**config.mk**
```make
export PLATFORM = sky130hd
export DESIGN_NAME = switch_debounce
export DESIGN_NICKNAME = d
export VERILOG_FILES = /design/src/rtl/switch_pkg.sv /design/src/rtl/debounce_channel.sv /design/src/rtl/switch_debounce.sv
export SDC_FILE = /design/constraint.sdc
export NUM_CORES = 1
export LEC_CHECK = 0
export BUFFER_PORTS_ARGS = -buffer_cell sky130_fd_sc_hd__buf_2
export CORE_MARGIN = 1.5
export CORE_UTILIZATION = 60
export CTS_CLUSTER_SIZE = 10
export DETAILED_ROUTE_END_ITERATION = 7
export GPL_ROUTABILITY_DRIVEN = 0
export PLACE_DENSITY = 0.78
export RECOVER_POWER = 50
export SYNTH_ARGS = -nofsm -noshare
export SYNTH_HDL_FRONTEND = slang
export SYNTH_SLANG_ARGS = --single-unit
```
**constraint.sdc**
```tcl
create_clock -name i_clk -period 3.6 [get_ports i_clk]
set_clock_uncertainty 0.15 [all_clocks]
set_input_delay 0.18 -clock i_clk [delete_from_list [all_inputs] [get_ports i_clk]]
set_output_delay 0.18 -clock i_clk [all_outputs]
set_load 0.02 [all_outputs]
```
**src/rtl/switch_pkg.sv**
```systemverilog
// Shared defaults and the per-channel output bundle for the switch conditioning block.
package switch_pkg;

    localparam int SW_NUM_DEFAULT      = 4;
    localparam int SW_DEBOUNCE_DEFAULT = 250000;  // 10 ms at 25 MHz
    localparam int SW_DEBOUNCE_SIM     = 8;       // short window for simulation

    typedef struct packed {
        logic level;
        logic rise;
        logic fall;
    } sw_out_t;

endpackage

```
**src/rtl/debounce_channel.sv**
```systemverilog
// One switch channel: 2-flop synchroniser, stable-duration counter, clean level
// and single-cycle edge pulses, all registered.
module debounce_channel
    import switch_pkg::*;
#(
    parameter int DEBOUNCE_CYCLES = SW_DEBOUNCE_DEFAULT,
    parameter int CNT_W           = $clog2(DEBOUNCE_CYCLES)
) (
    input  logic    i_clk,
    input  logic    i_rst_n,
    input  logic    i_switch,
    output sw_out_t o_chan
);

    localparam logic [CNT_W-1:0] CNT_MAX = CNT_W'(DEBOUNCE_CYCLES - 1);

    logic             sync1_q, sync1_d;
    logic             sync2_q, sync2_d;
    logic             stable_q, stable_d;
    logic             rise_q, rise_d;
    logic             fall_q, fall_d;
    logic [CNT_W-1:0] count_q, count_d;

    always_comb begin
        // NOTE: every _d gets a default first, so no path can infer a latch.
        sync1_d  = i_switch;
        sync2_d  = sync1_q;
        stable_d = stable_q;
        count_d  = '0;
        rise_d   = 1'b0;
        fall_d   = 1'b0;
        // Counter only runs while the synchronised level disagrees with the accepted one.
        if (sync2_q != stable_q) begin
            if (count_q == CNT_MAX) begin
                stable_d = sync2_q;
                rise_d   = sync2_q;
                fall_d   = ~sync2_q;
            end else begin
                count_d = count_q + CNT_W'(1);
            end
        end
    end

    always_ff @(posedge i_clk or negedge i_rst_n) begin
        // NOTE: non-blocking assignments keep every flop sampling pre-edge values.
        if (!i_rst_n) begin
            sync1_q  <= 1'b0;
            sync2_q  <= 1'b0;
            stable_q <= 1'b0;
            count_q  <= '0;
            rise_q   <= 1'b0;
            fall_q   <= 1'b0;
        end else begin
            sync1_q  <= sync1_d;
            sync2_q  <= sync2_d;
            stable_q <= stable_d;
            count_q  <= count_d;
            rise_q   <= rise_d;
            fall_q   <= fall_d;
        end
    end

    assign o_chan = '{level: stable_q, rise: rise_q, fall: fall_q};

endmodule

```
**src/rtl/switch_debounce.sv**
```systemverilog
// Debounces NUM_SW raw board switches into clean levels plus rise/fall pulses;
// channels are fully independent.
module switch_debounce
    import switch_pkg::*;
#(
    parameter int NUM_SW          = SW_NUM_DEFAULT,
    parameter int DEBOUNCE_CYCLES = SW_DEBOUNCE_DEFAULT,
    parameter int CNT_W           = $clog2(DEBOUNCE_CYCLES)
) (
    input  logic              i_clk,
    input  logic              i_rst_n,
    input  logic [NUM_SW-1:0] i_switch,
    output logic [NUM_SW-1:0] o_switch,
    output logic [NUM_SW-1:0] o_rise,
    output logic [NUM_SW-1:0] o_fall
);

    for (genvar n = 0; n < NUM_SW; n++) begin : g_chan
        sw_out_t chan;

        debounce_channel #(
            .DEBOUNCE_CYCLES(DEBOUNCE_CYCLES),
            .CNT_W          (CNT_W)
        ) u_chan (
            .i_clk   (i_clk),
            .i_rst_n (i_rst_n),
            .i_switch(i_switch[n]),
            .o_chan  (chan)
        );

        assign o_switch[n] = chan.level;
        assign o_rise[n]   = chan.rise;
        assign o_fall[n]   = chan.fall;
    end

endmodule
```
* Word level (Yosys, flattened, before mapping)
Index checks and enable logic that the tools add are counted. W data, S select, Z words.
Storage, ports and cells: output and inout bits 12, input bits 6, flip-flop bits (word level) 92
Operators by class: $add $sub $neg 4, bitwise gates (word level) 4, mux-type cells 24, equal/unequal tests 8, reduce and logical (&&, ||, !) cells 4
Operator list (count):
- $mux W18 | 8
- $add A18 B1 Y18 const B | 4
- $eq A18 B18 Y1 const B | 4
- $mux W1 | 16
- $reduce_and A2 Y1 | 4
- $ne A1 B1 Y1 | 4
- $not A1 Y1 | 4

* Logic depth before layout (Yosys ltp)
depth after elaboration 3, mapped depth 6

* By module
Synthesis repeated with hierarchy kept, for this count alone.
Unflattened totals: cell total of the unflattened synthesis 420, area total of the unflattened synthesis 4399.2 µm²
Modules (own cells, without submodules):
- debounce_channel | cells each 105, area an instance 1099.8 µm², seq. area each 575.6 µm², instances 4

* Worst setup path before layout
Ideal clock, no wire load.
path kind register to register, start register g_chan[2].u_chan.count_q[13], end register g_chan[2].u_chan.stable_q, setup slack 1.356 ns, data arrival time 1.969 ns, buffers on the path 0, cell stages (with the launch flop) 5, data required time 3.325 ns, period minus slack after synthesis 2.244 ns, cell sequence dfrtp_1 > or4b_1 > or4_4 > or2_4 > mux2_4
Between the ends: longest elaborated chain between the ends 2
RTL lines:
- start: declaration | RTL line debounce_channel.sv:22 | logic [CNT_W-1:0] count_q, count_d;
- start signal: assignment | RTL line debounce_channel.sv:57 | count_q <= count_d;
- $eq A18 B18 Y1 | RTL line debounce_channel.sv:34 | if (count_q == CNT_MAX) begin
- $reduce_and A2 Y1 (no source line)
- end signal: assignment | RTL line debounce_channel.sv:56 | stable_q <= stable_d;
- end: declaration | RTL line debounce_channel.sv:19 | logic stable_q, stable_d;
No other way between the ends. A chain may end at the register's enable or synchronous reset.

* Worst setup path in the final report
start register g_chan[2].u_chan.count_q[13], end register g_chan[2].u_chan.count_q[5]
Between the ends: longest elaborated chain between the ends 3
RTL lines:
- $eq A18 B18 Y1 | RTL line debounce_channel.sv:34
- $mux W18 | RTL line debounce_channel.sv:34
- $mux W18 | RTL line debounce_channel.sv:33 | if (sync2_q != stable_q) begin
- net g_chan[2].u_chan.count_d[5] | RTL line debounce_channel.sv:22
The timed path passes the listed nets, and every way through them passes these cells.

==> run summary <==
Reg2Reg Setup Slack: 1.09 ns
I/O pin count: 18
Final Max Slew Viols: 70
Final ANT Viol Nets: 0
register area share after synthesis: 0.5318
post_cts resized: 0
Final Core Density: 0.6789
Setup WS pre-CTS: 1.133 ns
via count: 3046
Pint: 1.380 mW
fin nets: 444
Hold Crit Class: flip-flop to flip-flop
mean post-synth cell area: 10.38 µm²
syn nets: 427
worst-margin pin slew: 1.652 ns
GR Overflow Total: 0
reg2reg end: g_chan[2].u_chan.count_q[5]
ANT cells: 0
Overall Power: 1.788 mW
final non-filler cell area: 0.004663 mm²
Worst EP required: 3.66 ns
slew margin rel.: -0.1011
switch share: 0.2283
flops & latches, synth: 92
final wirelength: 7.480 mm
CP Class: flip-flop to flip-flop
Fmax achieved: 0.3990 GHz
Mapped Cells: 417
latest clock arrival within the worst-skew pair: 0.35 ns
Clock Sinks: 92
largest net degree at the start of global routing: 70
crit path time final: 2.506 ns
TritonCTS clock tree: done
reg2reg start: g_chan[2].u_chan.count_q[13]
drt via density: 5.693
failing checks: capacitance limit, slew limit
CP endpoint: g_chan[2].u_chan.count_q[5]
commonest register cell after synthesis: dfrtp_1
Finished Layout Cells: 535
GRT Total Usage: 0.2169
maximum VDD drop: 268.5 µV
Hold-fix buffers, CTS: 5
CTS clock-pin slew for the worst setup and hold paths: 0.09 ns
Yosys cell types: 36
Iteration-0 DRC Markers: 103
post-CTS setup repair buffer count: 0
Leakage Power: 1.866 nW
CTS Buffer Depth: 2
PD cells: 383.5 mW/mm²
CP startpoint kind: flip-flop
final hold vios: 0
EDFF count, synth: 0
Cells after DPL: 514
Core Box Area: 0.006869 mm²
layout cells sized above 1: 0.08884
initial antenna violation count: 0
# setup viols final: 0
crit path launch: g_chan[2].u_chan.count_q[13]
row cnt: 30
Final WS setup: 1.094 ns
clock network power share: 0.371
RSZ-0062 raised after global routing: no
CP endpoint kind: flip-flop
DP HPWL: 5.032 mm
die area: 0.007733 mm²
dpl cell area: 0.004434 mm²
status: complete, but fails checks
Die X: 87.94 µm
Root Driver: clkbuf_8
vias in the first global route: 2886
synthesized area: 0.004329 mm²
fin crit share: 0.6962
DR WL/cell: 13.98 µm
Initial Utilization: 0.6302
Hold Worst Slack: 0.2033 ns
synthesis-to-layout area growth: 7.717%
crit path max fanout: 17
# DRC: 0
FF-to-FF path depth: 4
Die Ht: 87.94 µm
first-pass GRT wire length: 12.96 mm
Net Switching: 408.2 µW
Logic pwr share: 0.034
CP Data Arrival Time: 2.57 ns
sequential share of power: 0.595
first-pass iteration count of the detailed router: 4
H-tree levels: 3
Synthesis Warnings: 0
Async S/R FF share, synth: 1.000
Inserted Clock Buffers: 9
Setup TNS: 0 ns
Max-cap violations: 1
I/O Buffers: 17
[power groups by stage]
stage / registers (mW) / logic, mW / clock network, mW
floorplan: 1.08 / 0.0288 / 0
global placement: 1.08 / 0.0577 / 0
detailed placement: 1.08 / 0.0599 / 0
CTS: 1.06 / 0.0643 / 0.684
global route: 1.07 / 0.0731 / 0.723
finish: 1.06 / 0.0617 / 0.663
[Yosys cell counts, types with 2 or more instances]
cell type / n / area, µm²
nor3_1: 8 / 40.04
nor4_1: 17 / 106.4
clkbuf_1: 4 / 15.01
or4_1: 11 / 82.58
o31ai_1: 4 / 30.03
nand4_1: 23 / 143.9
buf_4: 14 / 105.1
nand3_1: 22 / 110.1
nor3b_1: 8 / 60.06
mux2_2: 2 / 22.52
ha_1: 4 / 50.05
dfrtp_1: 92 / 2302
or3_1: 6 / 37.54
nand2_1: 20 / 75.07
o21ai_0: 5 / 25.02
xnor2_1: 40 / 350.3
or2_4: 2 / 17.52
o21ai_2: 2 / 17.52
or2_2: 3 / 18.77
a21oi_1: 9 / 45.04
or4b_1: 3 / 30.03
and3_1: 4 / 25.02
or4_4: 2 / 22.52
mux2_4: 2 / 30.03
and4_1: 5 / 43.79
nor2_1: 69 / 259.0
inv_1: 9 / 33.78
xor2_1: 19 / 166.4
[worst min-delay path by stage]
stage                             startpoint                     endpoint  slack, ns  depth (start not counted)
finish              g_chan[1].u_chan.sync1_q     g_chan[1].u_chan.sync2_q       0.20                          0
global route        g_chan[2].u_chan.sync1_q     g_chan[2].u_chan.sync2_q       0.22                          0
CTS                 g_chan[1].u_chan.sync1_q     g_chan[1].u_chan.sync2_q       0.21                          0
detailed placement               i_switch[2]     g_chan[2].u_chan.sync1_q       0.14                          1
global placement                 i_switch[3]     g_chan[3].u_chan.sync1_q       0.14                          1
floorplan                            i_rst_n  g_chan[0].u_chan.count_q[0]      -0.27                          0
[kinds of logic after synthesis]
family | share of synthesized area
and+or+nand+nor | 0.2564
DFF | 0.5318
xor gates and xnor gates | 0.1194
buffers and inverters | 0.03670
AOI/OAI and AO/OA | 0.03208
muxes | 0.01214
adders and majority gates | 0.01156
[sequential cells by signal (all words and copies together) (netlist names)]
register                count
g_chan.u_chan.rise_q        4
g_chan.u_chan.count_q      72
g_chan.u_chan.stable_q      4
g_chan.u_chan.fall_q        4
g_chan.u_chan.sync1_q       4
g_chan.u_chan.sync2_q       4
[critical path, cell delays in order (launching register included)]
cell	delay (ns)
dfrtp_1	0.44
or4b_1	0.56
or4_4	0.54
o21ai_2	0.55
nor2_1	0.12
[per-layer routing]
layer,vias up,part of all wire,global-route usage
met3,6,0.030,0.05749
met1,1504,0.47,0.2848
met2,47,0.49,0.3511
met5,-,0,0
li1,1489,-,-
met4,0,0.0083,0.07215
[final cells by class]
cell class,instances,area [µm²]
tap,96,120.1
timing repair buffer,25,142.6
sequential,92,2302
clock buffer,12,165.2
multi-input combinational,297,1868
inverter,9,33.78
fill,549,2206
clock inverter,4,31.28
[cell usage in the layout, fill, tap and decap left out, types with 3 or more instances in the layout]
| cell type | Yosys | routed |
|---|---|---|
| nand4_1 | 23 | 23 |
| clkbuf_1 | 4 | 12 |
| nand2_1 | 20 | 20 |
| a21oi_1 | 9 | 9 |
| nor4_1 | 17 | 17 |
| dfrtp_1 | 92 | 92 |
| or4_1 | 11 | 11 |
| nor2_1 | 69 | 69 |
| nand3_1 | 22 | 22 |
| clkbuf_8 | 0 | 12 |
| or3_1 | 6 | 6 |
| nor3b_1 | 8 | 8 |
| buf_2 | 1 | 4 |
| ha_1 | 4 | 4 |
| or4b_1 | 3 | 3 |
| o31ai_1 | 4 | 4 |
| and3_1 | 4 | 4 |
| xor2_1 | 19 | 19 |
| buf_4 | 14 | 3 |
| dlygate4sd3_1 | 0 | 5 |
| xnor2_1 | 40 | 40 |
| and4_1 | 5 | 5 |
| or2_2 | 3 | 3 |
| inv_1 | 9 | 9 |
| nor3_1 | 8 | 8 |
| o21ai_0 | 5 | 5 |
(Power assumes the default switching activity.)
